`config.mk`:
```
export PLATFORM = sky130hd
export DESIGN_NAME = uart_tx_feeder
export DESIGN_NICKNAME = d
export VERILOG_FILES = /design/src/rtl/uart_tx_feeder.sv
export SDC_FILE = /design/constraint.sdc
export NUM_CORES = 1
export LEC_CHECK = 0
export ABC_AREA = 1
export CELL_PAD_IN_SITES_DETAIL_PLACEMENT = 1
export CELL_PAD_IN_SITES_GLOBAL_PLACEMENT = 1
export CORE_ASPECT_RATIO = 1.2
export CORE_MARGIN = 1.5
export CORE_UTILIZATION = 25
export CTS_CLUSTER_DIAMETER = 60
export DETAILED_ROUTE_END_ITERATION = 10
export PLACE_DENSITY = 0.5
export SETUP_SLACK_MARGIN = 0.5
export SYNTH_ARGS = -nofsm -noshare
export SYNTH_HDL_FRONTEND = slang
export SYNTH_SLANG_ARGS = --single-unit
```
`constraint.sdc`:
```
create_clock -name clk -period 2.78 [get_ports clk]
set_clock_uncertainty 0.1 [all_clocks]
set_input_delay 0.417 -clock clk [delete_from_list [all_inputs] [get_ports clk]]
set_output_delay 0.417 -clock clk [all_outputs]
set_load 0.01 [all_outputs]
```
`src/rtl/uart_tx_feeder.sv`:
```
// Byte FIFO feeding uart_send: producers push at any rate, an FSM drains one byte per
// start_send/ready handshake and flags dropped writes and unacknowledged sends.
module uart_tx_feeder #(
   parameter int DEPTH       = 16,
   parameter int AW          = 4,
   parameter int ACK_TIMEOUT = 255
) (
   input  logic          clk,
   input  logic          rst,
   input  logic [7:0]    wr_data,
   input  logic          wr_en,
   output logic          full,
   output logic          empty,
   output logic [AW:0]   count,
   output logic          overflow,
   output logic          ack_err,
   output logic          busy,
   output logic [7:0]    data_byte,
   output logic          start_send,
   input  logic          ready
);

   localparam int TW = $clog2(ACK_TIMEOUT + 1);
   localparam logic [TW-1:0] TO_LAST = TW'(ACK_TIMEOUT - 1);

   typedef enum logic [1:0] {S_IDLE, S_START, S_WAIT_DONE} state_t;

   state_t          r_state;
   state_t          w_state_next;
   logic [7:0]      r_mem [DEPTH];
   logic [AW:0]     r_wr_ptr;
   logic [AW:0]     r_rd_ptr;
   logic [7:0]      r_data_byte;
   logic            r_start_send;
   logic            r_overflow;
   logic            r_ack_err;
   logic [TW-1:0]   r_to_cnt;
   logic [TW-1:0]   w_to_cnt_next;
   logic [AW:0]     w_count;
   logic            w_full;
   logic            w_empty;
   logic            w_push;
   logic            w_pop;
   logic            w_start_next;
   logic            w_ack_set;

   // Pointers carry one extra wrap bit so occupancy is a plain subtraction.
   assign w_count = r_wr_ptr - r_rd_ptr;
   assign w_full  = (w_count == (AW+1)'(DEPTH));
   assign w_empty = (w_count == '0);
   assign w_push  = wr_en && !w_full;

   assign full       = w_full;
   assign empty      = w_empty;
   assign count      = w_count;
   assign overflow   = r_overflow;
   assign ack_err    = r_ack_err;
   assign busy       = (r_state != S_IDLE) || !w_empty;
   assign data_byte  = r_data_byte;
   assign start_send = r_start_send;

   always_ff @(posedge clk) begin
      if (w_push)
         r_mem[r_wr_ptr[AW-1:0]] <= wr_data;
   end

   always_ff @(posedge clk or posedge rst) begin
      if (rst)
         r_state <= S_IDLE;
      else
         r_state <= w_state_next;
   end

   always_comb begin
      w_state_next  = r_state;
      w_start_next  = 1'b0;
      w_pop         = 1'b0;
      w_to_cnt_next = r_to_cnt;
      w_ack_set     = 1'b0;
      case (r_state)
         S_IDLE: begin
            if (!w_empty && ready) begin
               w_pop         = 1'b1;
               w_start_next  = 1'b1;
               w_to_cnt_next = '0;
               w_state_next  = S_START;
            end
         end
         S_START: begin
            // ready falling is the acceptance; it wins even on the last timeout cycle
            if (!ready) begin
               w_state_next = S_WAIT_DONE;
            end else if (r_to_cnt == TO_LAST) begin
               w_ack_set    = 1'b1;
               w_state_next = S_IDLE;
            end else begin
               w_start_next  = 1'b1;
               w_to_cnt_next = r_to_cnt + 1'b1;
            end
         end
         S_WAIT_DONE: begin
            if (ready)
               w_state_next = S_IDLE;
         end
         default: w_state_next = S_IDLE;
      endcase
   end

   always_ff @(posedge clk or posedge rst) begin
      if (rst) begin
         r_wr_ptr     <= '0;
         r_rd_ptr     <= '0;
         r_data_byte  <= 8'h00;
         r_start_send <= 1'b0;
         r_overflow   <= 1'b0;
         r_ack_err    <= 1'b0;
         r_to_cnt     <= '0;
      end else begin
         r_start_send <= w_start_next;
         r_to_cnt     <= w_to_cnt_next;
         if (w_push)
            r_wr_ptr <= r_wr_ptr + 1'b1;
         if (w_pop) begin
            r_rd_ptr    <= r_rd_ptr + 1'b1;
            r_data_byte <= r_mem[r_rd_ptr[AW-1:0]];
         end
         if (wr_en && w_full)
            r_overflow <= 1'b1;
         if (w_ack_set)
            r_ack_err <= 1'b1;
      end
   end

endmodule

```
==> metrics.txt, run 1 <==
# TYPE chip_impl_metric gauge
chip_impl_info{name="status",value="finished, final reports clean"} 1
chip_impl_metric{name="overflow",unit=""} 0
chip_impl_info{name="worst_hold_path_type",value="in -> async"} 1
chip_impl_info{name="crit_type",value="reg -> out"} 1
chip_impl_metric{name="worst_path_largest_cell_delay",unit="ps"} 440
chip_impl_metric{name="syn-cell-area",unit="µm²"} 7010
chip_impl_info{name="setup_repair_after_global_routing_missed_its_margin",value="true"} 1
chip_impl_metric{name="cts_max_level",unit=""} 4
chip_impl_metric{name="effective_utilization_at_floorplan",unit="%"} 25.6
chip_impl_metric{name="drive_above_1_share",unit="%"} 21.8
chip_impl_metric{name="filler_cell_count",unit=""} 3018
chip_impl_metric{name="finalWirelength",unit="mm"} 20.3
chip_impl_metric{name="cts.hold.buffers_added",unit=""} 0
chip_impl_metric{name="number_of_synthesis_warnings",unit=""} 0
chip_impl_metric{name="post_drt_via_cell_ratio",unit=""} 4.33
chip_impl_info{name="timing.critical_path.to_type",value="output port"} 1
chip_impl_metric{name="detailedRoute.firstPassIterationCount",unit=""} 4
chip_impl_metric{name="worst_pin_slew",unit="ps"} 825
chip_impl_info{name="worst_path_max_delay_cell",value="sky130_fd_sc_hd__fa_2"} 1
chip_impl_metric{name="post_drt_wl_per_cell",unit="µm"} 17.8
chip_impl_metric{name="final_hold_viol_count",unit=""} 0
chip_impl_metric{name="timing.final.ws_setup",unit="ps"} 48.8
chip_impl_metric{name="routed-via-count",unit=""} 4942
chip_impl_metric{name="register_area_share_after_synthesis",unit="%"} 65.9
chip_impl_metric{name="tritoncts_sink_count",unit=""} 159
chip_impl_metric{name="hpwlAfterDp",unit="mm"} 13.6
chip_impl_metric{name="global_route_wire_length_before_repair",unit="mm"} 31.2
chip_impl_metric{name="min_period_over_period",unit="%"} 98.2
chip_impl_metric{name="pin_count_of_the_biggest_net_entering_global_routing",unit=""} 69
chip_impl_metric{name="die_width",unit="µm"} 156
chip_impl_metric{name="crit_path_max_fanout",unit=""} 2
chip_impl_metric{name="io_buffer_count",unit=""} 30
chip_impl_metric{name="drv_slew",unit=""} 0
chip_impl_metric{name="power.total",unit="mW"} 9.72
chip_impl_metric{name="place_worst_setup_slack",unit="ps"} 70.2
chip_impl_metric{name="critPathRequiredTime",unit="ps"} 2260
chip_impl_metric{name="p_leak",unit="nW"} 3.47
chip_impl_metric{name="die-area",unit="µm²"} 29100
chip_impl_metric{name="max-vdd-ir-drop",unit="mV"} 0.438
chip_impl_metric{name="floorplan.rows",unit=""} 66
chip_impl_metric{name="period_minus_slack",unit="ps"} 2730
chip_impl_info{name="cts_tree",value="built"} 1
chip_impl_metric{name="vias_in_the_first_global_route",unit=""} 5378
chip_impl_metric{name="area_delta_synth_final",unit="%"} 29.3
chip_impl_metric{name="design.final.nets",unit=""} 780
chip_impl_metric{name="diodes",unit=""} 0
chip_impl_info{name="cp_cell_sequence",value="inv_2 -> ha_4 -> inv_4 -> fa_2 -> or2_4 -> nor2_4 -> buf_6 -> nand3_4 -> inv_2 -> nand2_2 -> buf_6"} 1
chip_impl_metric{name="critical_path_cell_count",unit=""} 11
chip_impl_metric{name="cp_data_arrival_time",unit="ps"} 2210
chip_impl_metric{name="worstRegToRegCells",unit=""} 12
chip_impl_metric{name="grtUsageTotal",unit="%"} 14.6
chip_impl_metric{name="timing.setup.tns",unit="ps"} 0
chip_impl_metric{name="max_cap_violations",unit=""} 0
chip_impl_metric{name="drc",unit=""} 0
chip_impl_metric{name="cts_inserted_buffers",unit=""} 17
chip_impl_metric{name="drt_iter0_markers",unit=""} 314
chip_impl_metric{name="clkLatencyLatePin",unit="ps"} 420
chip_impl_info{name="most-common-layout-cells",value="sky130_fd_sc_hd__nor2_1, sky130_fd_sc_hd__edfxtp_1, sky130_fd_sc_hd__nand2_1, sky130_fd_sc_hd__o21ai_0, sky130_fd_sc_hd__nand3_1"} 1
chip_impl_info{name="mostFrequentLayoutCell",value="sky130_fd_sc_hd__nor2_1"} 1
chip_impl_metric{name="cts.path.max_buffers",unit=""} 2
chip_impl_metric{name="core-area",unit="µm²"} 27300
chip_impl_info{name="start_kind",value="register"} 1
chip_impl_metric{name="remaining_number_of_nets_flagged_by_the_antenna_check_after_routing",unit=""} 0
chip_impl_metric{name="yosysUniqueCellTypes",unit=""} 29
chip_impl_metric{name="worst_setup_hold_path_clk_slew",unit="ps"} 60
chip_impl_metric{name="syn_area_per_cell",unit="µm²"} 10.2
chip_impl_metric{name="ys_ff_latch",unit=""} 159
chip_impl_metric{name="antenna_found_initial",unit=""} 0
chip_impl_metric{name="boundaryPins",unit=""} 31
chip_impl_metric{name="critical_path_buf_inv_count",unit=""} 5
chip_impl_metric{name="whs",unit="ps"} 360
chip_impl_metric{name="netlist_instances",unit=""} 685
chip_impl_metric{name="final-setup-viol-count",unit=""} 0
chip_impl_info{name="root_buffer",value="sky130_fd_sc_hd__clkbuf_16"} 1
chip_impl_info{name="timing.critical_path.max_delay_family",value="adder cells"} 1
chip_impl_metric{name="place.gp.congestion",unit=""} 0.754
chip_impl_metric{name="net_count_of_the_mapped_netlist",unit=""} 709
chip_impl_metric{name="maxClockFrequency",unit="GHz"} 0.366
chip_impl_metric{name="power-per-cell-area",unit="nW/µm²"} 1070
chip_impl_metric{name="maxSlewHeadroom",unit="%"} 45.0
chip_impl_metric{name="floorplan.die.height",unit="µm"} 186
[final cells by class]
class                   count  area [µm²]  area share [%]
flip-flops and latches    159        4620            51.0
repair inverters            1        11.3           0.124
well taps                 374         468            5.16
clock inverters            13         115            1.27
inverters                  40         164            1.81
multi-input cells         457        2460            27.2
repair buffers             80         796            8.78
clock buffers              17         425            4.69
[synthesized netlist by cell type (all sizes together)]
library cell  count  area share [%]
xnor2             2            0.25
a21oi             4            0.29
dfrtp            31              11
nand2           152             8.3
clkinv            2            0.11
nand4             1           0.089
xor2              7            0.87
buf              22             2.1
nor3              1           0.071
edfxtp          128              55
nor2            156             8.4
o21bai            1            0.11
a21o              1            0.11
o21ai            65             4.6
inv              38             2.0
nor3b             2            0.21
fa                1            0.29
ha               11             2.0
clkbuf            8            0.43
nand3            50             3.7
or2               2            0.18
[layer usage]
metal	GRT usage, %	wire length, µm	up-vias
met5	0	0	-
met4	3.81	221	0
met3	2.39	473	17
met2	27.9	11400	64
met1	16.5	8210	2448
li1	-	-	2413
[where the power goes]
part           leakage (nW)  switching, mW  internal, mW
Combinational          1.65           2.68          1.78
Sequential             1.56          0.170          2.92
Clock                 0.263          0.945          1.22
[repair_timing]
item	in CTS	in global routing
gates cloned	4	0
resized for setup	76	38
setup endpoints to repair	155	164
endpoints found under the hold margin	0	0
pin swaps	23	24
buffers inserted	16	6
[sequential cells by signal, indices dropped and copies added, names as in the netlist]
| signal | cells |
|---|---|
| r_to_cnt | 8 |
| r_rd_ptr | 5 |
| data_byte | 8 |
| ack_err | 1 |
| r_wr_ptr | 5 |
| overflow | 1 |
| r_mem | 128 |
| r_state | 2 |
| start_send | 1 |
[through the flow]
step	cell area, µm²	instances	util [%]
finish	9060	1141	33.2
global route	9060	1141	33.2
floorplan	7200	685	-
detailed placement	7970	1085	29.2
global placement	7970	1085	29.2
CTS	8900	1135	32.6
[worst paths after layout]
check	start	endpoint	slack, ps
min	rst	overflow	360
max reg2reg	r_wr_ptr[0]	r_mem[4][7]	200
max in group asynchronous	rst	data_byte[5]	1580
min reg2reg	overflow	overflow	360
min in group clk	overflow	overflow	360
max	r_wr_ptr[0]	busy	50
[logic make-up (layout without fill, tap and decap cells)]
logic type	Yosys count	after routing	synth area share, %
compound gates	71	71	5.14
xor+xnor	9	9	1.12
fa+ha+maj	12	12	2.25
buf+inv	70	151	4.69
flops	159	159	65.9
simple gates	364	365	20.9
No activity file was read; power rests on OpenSTA's default activity.
==> run 2, diff against run 1 <==
--- a/config.mk
+++ b/config.mk
@@ -11,7 +11,7 @@
 export CORE_ASPECT_RATIO = 1.2
 export CORE_MARGIN = 1.5
 export CORE_UTILIZATION = 25
-export CTS_CLUSTER_DIAMETER = 60
+export CTS_CLUSTER_DIAMETER = 50
 export DETAILED_ROUTE_END_ITERATION = 10
 export PLACE_DENSITY = 0.5
 export SETUP_SLACK_MARGIN = 0.5
==> results of run 2 <==
Final layout, timing and power as in run 1 (identical DEF).
==> RTL change, RTL diff (flow settings as in run 2) <==
The parameter `DEPTH` goes from 16 to 32.
--- a/src/rtl/uart_tx_feeder.sv
+++ b/src/rtl/uart_tx_feeder.sv
@@ -3,3 +3,3 @@
 module uart_tx_feeder #(
-   parameter int DEPTH       = 16,
+   parameter int DEPTH       = 32,
    parameter int AW          = 4,
Check against the original RTL: not equivalent (a bounded check fails within 4 cycles, from zero or initial values and one cycle with rst high).
==> RTL change against run 2 <==
  * Synthesized area fell by 0.36%
  * Non-clock buffer count rose by 11
  * Wire length fell by 1.2%
  * Sequential cell count did not move
  * Register-to-register slack got worse by 100 ps
  * Global-route usage rose by 0.15 points
  * Utilization rose by 1.0 points
  * Design area rose by 2.7%
  * Highest routed layer unchanged
  * Setup slack improved by 3.1 ps
  * First-iteration DRC count fell by 37%
Power is not compared: it rests on default switching activity, and its combinational part moved more than twofold at a synthesized area within 25%.
==> RTL change: results (changes against run 2) <==
{| class="wikitable"
! Metric !! Value
|-
| Pin count of the biggest net entering global routing || 38 (-45%)
|-
| WHS || 186 ps (-174 ps)
|-
| Final non-clock buffer share || 0.110 (+0.0224)
|-
| Worst skew pair latency || 440 ps (+20 ps)
|-
| Initial detailed-routing violation count || 199 (-37%)
|-
| Routed length on met1 || 8.37 mm (+2.0%)
|-
| Placement Setup Slack || 72.1 ps (+1.90 ps)
|-
| Inverters, non-clock || 44 (+7.3%)
|-
| List of most frequent post-synthesis cells || sky130_fd_sc_hd__nand2_1 (140), sky130_fd_sc_hd__nor2_1 (138), sky130_fd_sc_hd__edfxtp_1 (128)
|-
| Nets || 777 (-0.38%)
|-
| Filler Cell Count || 3000 (-0.60%)
|-
| Main area contributors after synthesis || sky130_fd_sc_hd__edfxtp_1 (55%), sky130_fd_sc_hd__dfrtp_1 (11%), sky130_fd_sc_hd__nand2_1 (7.5%), sky130_fd_sc_hd__nor2_1 (7.4%), sky130_fd_sc_hd__o21ai_0 (4.1%)
|-
| Number of library cell types mapped by synthesis || 29 (unchanged)
|-
| Number of multi-input combinational cells || 440 (-3.7%)
|-
| Fraction of the yosys area taken by sequential cells || 0.661 (+0.00236)
|-
| Tapcells || 340 (-9.1%)
|-
| XOR/XNOR share of the synthesized area || 0.0138 (+0.00255)
|-
| Routing usage on met1 || 0.171 (+0.00517)
|-
| Startpoint of the worst setup timing path || r_rd_ptr[0]
|-
| Post-Synth Adder-Cell Area || 0.0226 (+0.0000806)
|-
| Fraction of area in multi-input gates || 0.261 (-0.0110)
|-
| Period utilisation layout || 0.981 (-0.00112)
|-
| Cell count after placement || 1035 (-4.6%)
|-
| Detailed-route wire length || 20.0 mm (-1.2%)
|-
| Global-route wire length before repair || 31.1 mm (-0.49%)
|-
| Total setup buffers inserted after CTS || 28 (+12)
|-
| Post-DP HPWL || 13.2 mm (-2.9%)
|-
| Fraction of final layout cells with drive strength greater than 1 || 0.223 (+0.00551)
|-
| Max reg flops || 128 (unchanged)
|-
| Total GRT Usage || 0.148 (+0.00145)
|-
| Highest fanout seen on the critical path || 4 (+2)
|-
| Detail-routed net length per standard cell || 18.1 um (+1.9%)
|-
| Met2 wirelength from detailed routing || 10.7 mm (-5.4%)
|-
| Nets in the synthesized netlist || 696 (-1.8%)
|-
| Met2 Use GR || 0.271 (-0.00826)
|-
| Final design utilization || 0.342 (+0.0101)
|-
| Met3 routing resource usage after global routing || 0.0307 (+0.00681)
|-
| Reg2Reg Depth || 15 (+3)
|-
| Number of vias per cell after detailed routing || 4.52 (+4.3%)
|-
| Clock tree cell share of total cell area || 0.0661 (+0.00648)
|-
| Status || complete, no violations
|-
| Detail Route met3 WL || 573 um (+21%)
|}
RTL change: cell types whose count changed after synthesis:
cell and delta:
sky130_fd_sc_hd__or2_0 +1, sky130_fd_sc_hd__inv_2 -2, sky130_fd_sc_hd__nand2_1 -10, sky130_fd_sc_hd__nand3_1 -5
sky130_fd_sc_hd__buf_6 +1, sky130_fd_sc_hd__inv_1 +5, sky130_fd_sc_hd__o21ai_0 +2, sky130_fd_sc_hd__or2_1 -1
sky130_fd_sc_hd__nand3_2 -1, sky130_fd_sc_hd__a21oi_1 -1, sky130_fd_sc_hd__xor2_1 +2, sky130_fd_sc_hd__o21ai_1 -1
sky130_fd_sc_hd__nor3_1 +15, sky130_fd_sc_hd__nor2_1 -18
RTL change: power by group through the flow:
stage,clock (W),sequential (W),combinational [W]
after floorplan,0,0.00262,0.00000774
after global placement,0,0.00262,0.0000754
after detailed placement,0,0.00262,0.0000768
after CTS,0.00248,0.00257,0.0000781
after global routing,0.00256,0.00257,0.0000823
final,0.00243,0.00257,0.0000753
